**config.mk**
```make
export PLATFORM = sky130hd
export DESIGN_NAME = vector_apply_capture
export DESIGN_NICKNAME = d
export VERILOG_FILES = /design/src/rtl/vec_harness_pkg.sv /design/src/rtl/misr_reg.sv /design/src/rtl/vector_apply_capture.sv
export SDC_FILE = /design/constraint.sdc
export NUM_CORES = 1
export LEC_CHECK = 0
export CAP_MARGIN = 30
export CORE_MARGIN = 2
export CORE_UTILIZATION = 48
export DETAILED_ROUTE_END_ITERATION = 8
export PLACE_DENSITY = 0.81
export SLEW_MARGIN = 20
export SYNTH_ARGS = -nofsm -noshare
export SYNTH_HDL_FRONTEND = slang
export SYNTH_HIERARCHICAL = 1
export SYNTH_SLANG_ARGS = --single-unit
```
**constraint.sdc**
```tcl
create_clock -name clk -period 3.9 [get_ports clk]
set_clock_uncertainty 0.1 [all_clocks]
set_input_delay 0.975 -clock clk [delete_from_list [all_inputs] [get_ports clk]]
set_output_delay 0.975 -clock clk [all_outputs]
set_load 0.005 [all_outputs]
```
**src/rtl/vec_harness_pkg.sv**
```systemverilog
// Shared types and helpers for the vector apply/capture sequencer.
// Holds the sequencer state encoding and the MISR step function.
package vec_harness_pkg;

  typedef enum logic [2:0] {
    IDLE  = 3'd0,
    FETCH = 3'd1,
    APPLY = 3'd2,
    EMIT  = 3'd3,
    DONE  = 3'd4
  } state_t;

  localparam logic [31:0] DEFAULT_MISR_POLY = 32'h04C1_1DB7;
  localparam int          MISR_MAX_W        = 64;

  // Width-generic MISR step; operands are zero-extended to MISR_MAX_W and the
  // result is masked back to 'width' bits so the caller can truncate safely.
  function automatic logic [MISR_MAX_W-1:0] misr_step(
    input logic [MISR_MAX_W-1:0] sig,
    input logic [MISR_MAX_W-1:0] data,
    input logic [MISR_MAX_W-1:0] poly,
    input int unsigned           width
  );
    logic [MISR_MAX_W-1:0] mask;
    logic [MISR_MAX_W-1:0] fb;
    if (width >= 32'd64) begin
      mask = {MISR_MAX_W{1'b1}};
    end else begin
      mask = (64'd1 << width) - 64'd1;
    end
    if (((sig >> (width - 32'd1)) & 64'd1) != 64'd0) begin
      fb = poly;
    end else begin
      fb = {MISR_MAX_W{1'b0}};
    end
    return ((sig << 1) ^ fb ^ data) & mask;
  endfunction

endpackage

```
**src/rtl/misr_reg.sv**
```systemverilog
// Multiple-input signature register compacting captured responses.
module misr_reg
  import vec_harness_pkg::*;
#(
  parameter int               WIDTH = 32,
  parameter logic [WIDTH-1:0] POLY  = WIDTH'(DEFAULT_MISR_POLY)
) (
  input  logic             clk,
  input  logic             rst,
  input  logic             clear,
  input  logic             en,
  input  logic [WIDTH-1:0] data,
  output logic [WIDTH-1:0] sig
);

  always_ff @(posedge clk) begin
    if (rst) begin
      sig <= {WIDTH{1'b0}};
    end else if (clear) begin
      sig <= {WIDTH{1'b0}};
    end else if (en) begin
      sig <= WIDTH'(misr_step(MISR_MAX_W'(sig), MISR_MAX_W'(data),
                              MISR_MAX_W'(POLY), WIDTH));
    end else begin
      sig <= sig;
    end
  end

endmodule

```
**src/rtl/vector_apply_capture.sv**
```systemverilog
// Stimulus/response sequencer: fetch vector, drive DUT, wait settle time,
// capture and stream the response, tracking mismatches and a MISR signature.
module vector_apply_capture
  import vec_harness_pkg::*;
#(
  parameter int                   IN_WIDTH      = 41,
  parameter int                   OUT_WIDTH     = 32,
  parameter int                   DEPTH         = 10000,
  parameter int                   SETTLE_CYCLES = 1,
  parameter logic [OUT_WIDTH-1:0] MISR_POLY     = OUT_WIDTH'(DEFAULT_MISR_POLY),
  localparam int                  AW            = $clog2(DEPTH),
  localparam int                  CW            = $clog2(DEPTH + 1)
) (
  input  logic                 clk,
  input  logic                 rst,
  input  logic                 start,
  input  logic [CW-1:0]        num_tests,
  output logic [AW-1:0]        mem_addr,
  input  logic [IN_WIDTH-1:0]  mem_stim,
  input  logic [OUT_WIDTH-1:0] mem_exp,
  output logic [IN_WIDTH-1:0]  dut_in,
  input  logic [OUT_WIDTH-1:0] dut_out,
  output logic                 res_valid,
  input  logic                 res_ready,
  output logic [OUT_WIDTH-1:0] res_data,
  output logic [AW-1:0]        res_index,
  output logic                 res_mismatch,
  output logic                 busy,
  output logic                 done,
  output logic [CW-1:0]        err_count,
  output logic [OUT_WIDTH-1:0] signature
);

  localparam logic [7:0] SETTLE_LAST = 8'(SETTLE_CYCLES - 1);

  state_t               state;
  state_t               state_nxt;
  logic [CW-1:0]        n_q;
  logic [AW-1:0]        index;
  logic [7:0]           settle_cnt;
  logic [OUT_WIDTH-1:0] exp_q;
  logic [CW-1:0]        n_lim;
  logic                 accept;
  logic                 last_settle;
  logic                 last_vec;
  logic                 capture;

  assign accept      = start && ((state == IDLE) || (state == DONE));
  assign n_lim       = (num_tests > CW'(DEPTH)) ? CW'(DEPTH) : num_tests;
  assign last_settle = (settle_cnt == SETTLE_LAST);
  assign last_vec    = (CW'(index) == (n_q - CW'(1)));
  assign capture     = (state == APPLY) && last_settle;

  always_ff @(posedge clk) begin
    if (rst) begin
      state <= IDLE;
    end else begin
      state <= state_nxt;
    end
  end

  always_comb begin
    state_nxt = state;
    case (state)
      IDLE, DONE: begin
        if (accept) begin
          state_nxt = (n_lim == {CW{1'b0}}) ? DONE : FETCH;
        end else begin
          state_nxt = state;
        end
      end
      FETCH: state_nxt = APPLY;
      APPLY: begin
        if (last_settle) begin
          state_nxt = EMIT;
        end else begin
          state_nxt = APPLY;
        end
      end
      EMIT: begin
        if (res_ready) begin
          state_nxt = last_vec ? DONE : FETCH;
        end else begin
          state_nxt = EMIT;
        end
      end
      default: state_nxt = IDLE;
    endcase
  end

  // Status flags follow the next state so they are registered yet in step with it.
  always_ff @(posedge clk) begin
    if (rst) begin
      busy         <= 1'b0;
      res_valid    <= 1'b0;
      done         <= 1'b0;
      n_q          <= {CW{1'b0}};
      index        <= {AW{1'b0}};
      mem_addr     <= {AW{1'b0}};
      settle_cnt   <= 8'd0;
      dut_in       <= {IN_WIDTH{1'b0}};
      exp_q        <= {OUT_WIDTH{1'b0}};
      res_data     <= {OUT_WIDTH{1'b0}};
      res_index    <= {AW{1'b0}};
      res_mismatch <= 1'b0;
      err_count    <= {CW{1'b0}};
    end else begin
      busy      <= (state_nxt == FETCH) || (state_nxt == APPLY) || (state_nxt == EMIT);
      res_valid <= (state_nxt == EMIT);
      case (state)
        IDLE, DONE: begin
          if (accept) begin
            n_q       <= n_lim;
            index     <= {AW{1'b0}};
            mem_addr  <= {AW{1'b0}};
            err_count <= {CW{1'b0}};
            done      <= (n_lim == {CW{1'b0}});
          end
        end
        FETCH: begin
          settle_cnt <= 8'd0;
          dut_in     <= mem_stim;
          exp_q      <= mem_exp;
        end
        APPLY: begin
          if (last_settle) begin
            res_data     <= dut_out;
            res_index    <= index;
            res_mismatch <= (dut_out != exp_q);
            if ((dut_out != exp_q) && (err_count != {CW{1'b1}})) begin
              err_count <= err_count + CW'(1);
            end
          end else begin
            settle_cnt <= settle_cnt + 8'd1;
          end
        end
        EMIT: begin
          if (res_ready) begin
            if (last_vec) begin
              done <= 1'b1;
            end else begin
              index    <= index + AW'(1);
              mem_addr <= index + AW'(1);
            end
          end
        end
        default: begin
          done <= 1'b0;
        end
      endcase
    end
  end

  misr_reg #(
    .WIDTH (OUT_WIDTH),
    .POLY  (MISR_POLY)
  ) u_misr (
    .clk   (clk),
    .rst   (rst),
    .clear (accept),
    .en    (capture),
    .data  (dut_out),
    .sig   (signature)
  );

endmodule

```
==> run summary <==
CTS clk-pin slew, worst paths -> 0.06 ns
CP Max Fanout -> 14
antenna diode instance count -> 0
setup_tns -> 0 ns
Starting Density -> 49.1%
fraction of the mapped netlist area in adder cells -> 0.676%
fin crit share -> 86.6%
Switching Share -> 27.3%
Hold Path Depth -> 2
actual slew at the worst max-slew pin -> 0.854 ns
Synth Area in XOR/XNOR -> 9.75%
CP startpoint kind -> input port
CTS Root Cell -> clkbuf_16
die width -> 143 um
filler instances -> 1459
Worst VDD drop -> 351 uV
Die Ht -> 143 um
Max Cap Viol -> 0
Power Dens Cells -> 431 mW/mm2
Multi-input gate area -> 0.00472 mm2
Hold EP -> res_data[6]
CTS sink cnt -> 208
CP Capture Type -> flip-flop
post-CTS setup buffers -> 0
DP Wirelength -> 19900 um
GPL Wtd Cong -> 0.859
Seq cells post-synth -> 208
EDFF count, synth -> 0
post-synthesis cell area -> 0.00925 mm2
Synth Instances -> 1106
Fin. Hold Viols -> 0
cts bufs inserted -> 23
CTS Hold Buffers Added -> 0
r2r setup slk -> 0.80 ns
# IOs -> 274
initial antenna violation count -> 0
NetSw -> 1520 uW
post_cts resized -> 0
f_max -> 296 MHz
largest family of logic cells by synthesized area -> simple AND/OR/NAND/NOR gates
Register-to-Register Path Depth -> 10
Distinct cells, synth -> 63
fin area -> 0.0129 mm2
combinational share of power -> 18.5%
I/O Buffers -> 273
Syn Nets -> 1234
P_int -> 4040 uW
Core ar. -> 0.0188 mm2
status -> completed
Clk pwr share -> 39.0%
multiplexer share of the synthesized area -> 1.84%
largest net degree at the start of global routing -> 77
remaining antenna violation count -> 0
Routed Wire Length -> 28100 um
fraction of layout cells with a size suffix above 1 -> 7.30%
Post-Syn Area per Cell -> 8.37 um2
relative slew slack -> 43.1%
DR iter-0 viols -> 731
GRT Util Overall -> 26.6%
Setup-failing EPs final -> 0
r2r startpoint -> n_q[0]
RSZ-0062 raised after global routing -> no
Worst-Skew Late Latency -> 0.51 ns
Critical Path RT -> 4.24 ns
HP Class -> flip-flop to flip-flop
Slew Viols, Final -> 0
Die ar. -> 0.0204 mm2
overall power -> 5560 uW
Leakage Power -> 0.00456 uW
Hold Crit Start -> res_data[6]
Pre-antenna DRT Iters -> 5
vias in the first global route -> 8386
clock buffer depth -> 3
crit path time final -> 3.38 ns
reg2reg end -> busy
sequential fraction of the synthesis area -> 45.0%
drt drc -> 0
Overflow after GRT -> 0
CTS tree -> built
wire per inst -> 17.3 um
Area after DPL -> 0.0121 mm2
synth warn -> 6
Flop pwr share -> 42.5%
prevailing post-synth register cell -> dfxtp_1
row cnt -> 50
critical path type -> input port to flip-flop
crit path DAT -> 3.71 ns
H-tree depth -> 1
async set-reset flop share out of synthesis -> 0%
Synth Area in Compound Gates -> 14.9%
Post-Synth Simple-Gate Area -> 23.7%
drt via density -> 5.37
register area -> 0.00416 mm2
P&R area growth vs syn -> 39.5%
total number of vias -> 8752
Nets -> 1483
first-pass GRT wire length -> 43500 um
==> layout make-up <==
cell class | instances | share of cell area [%]
clock buffer | 32 | 5.03
timing repair buffer | 294 | 22.5
clock inverter | 8 | 0.775
multi-input combinational | 815 | 36.6
inverter | 13 | 0.388
tap | 260 | 2.52
sequential | 208 | 32.3
==> layer usage <==
layer	wire length (um)	track usage (%)	up-vias	part of all wire [%]
met1	11600	32.7	4154	41
met2	13400	45.2	311	48
met3	2200	7.21	61	7.8
met5	0	0	-	0
met4	926	8.86	0	3.3
li1	-	-	4226	-
==> worst max path at each step <==
stage / startpoint / end / cells past startpoint
floorplan: n_q[0] / index[13] / 11
global placement: dut_out[2] / err_count[9] / 9
detailed placement: dut_out[0] / err_count[9] / 9
CTS: dut_out[0] / err_count[9] / 9
global route: dut_out[24] / err_count[9] / 9
finish: dut_out[9] / err_count[9] / 9
==> per-stage QoR <==
step | std cells | hold slack, ns | utilization, % | setup WS (ns)
after detailed placement | 1589 | 0.347 | 64.5 | 0.0511
after global placement | 1589 | 0.341 | 64.5 | 0.0797
final | 1630 | 0.352 | 68.6 | 0.524
after floorplan | 1106 | 0.348 | - | 1.07
after global routing | 1630 | 0.372 | 68.6 | 0.353
after CTS | 1629 | 0.355 | 68.4 | 0.571
==> cells in the mapped netlist, types with 13 or more instances <==
cell type    n  area [um2]
nand2b_1    17         106
mux2i_1     17         170
nand2_1    271        1020
xnor2_1     48         420
a21oi_1    136         681
a211oi_2    20         250
xor2_1      55         482
nand4_1     17         106
dfxtp_1    208        4160
o21ai_1     17        85.1
nand3_1     15        75.1
inv_1       13        48.8
nor3_1      14        70.1
nor2_1      76         285
clkbuf_1    54         203
==> sequential cells by signal, indices dropped and copies added (netlist names) <==
name,flops
busy,1
exp_q,32
settle_cnt,8
index,14
u_misr/sig,32
res_index,14
dut_in,41
res_data,32
res_valid,1
err_count,14
res_mismatch,1
done,1
n_q,14
state,3
==> critical path: stages <==
cell and delay, ns:
clkdlybuf4s50_1 0.56, xor2_1 0.27, nor4_1 0.13, nand4_1 0.13, o21ai_1 0.13, o21ai_1 0.68, nand2_1 0.20, or4_1 0.50
a21oi_1 0.14
==> layout by cell type (no fill, tap or decap), drive strengths merged, types with 2 or more instances in the layout <==
cell type and count:
a21oi 138, o2111ai 3, a211oi 27, nor3 18
clkinv 5, nand2 271, nand3b 3, clkdlybuf4s50 272
bufinv 2, nor2 77, xor2 55, nor4 13
nor3b 2, o31ai 4, nand3 15, or3 3
nand2b 17, or2 2, dfxtp 208, nand4b 3
xnor2 48, a211o 3, ha 5, and3b 2
clkbuf 32, and4 5, o21ai 22, mux2i 17
and3 8, buf 22, or4 4, nand4 17
inv 13, and2 8, nor4b 2, a22oi 9
==> kinds of logic (layout without fill, tap and decap cells) <==
logic type	Yosys count	after routing
compound gates	215	215
xor+xnor	103	103
fa+ha+maj	5	5
buf+inv	83	347
flops	208	208
mux	17	17
simple gates	475	475
==> power by group through the flow <==
stage | sequential, uW | combinational (uW) | clock [uW]
after global routing | 2380 | 1120 | 2290
after CTS | 2360 | 1030 | 2210
after detailed placement | 2410 | 1020 | 0
after floorplan | 2390 | 560 | 0
after global placement | 2400 | 1000 | 0
final | 2360 | 1030 | 2170
Power figures use the tool's default switching activity.
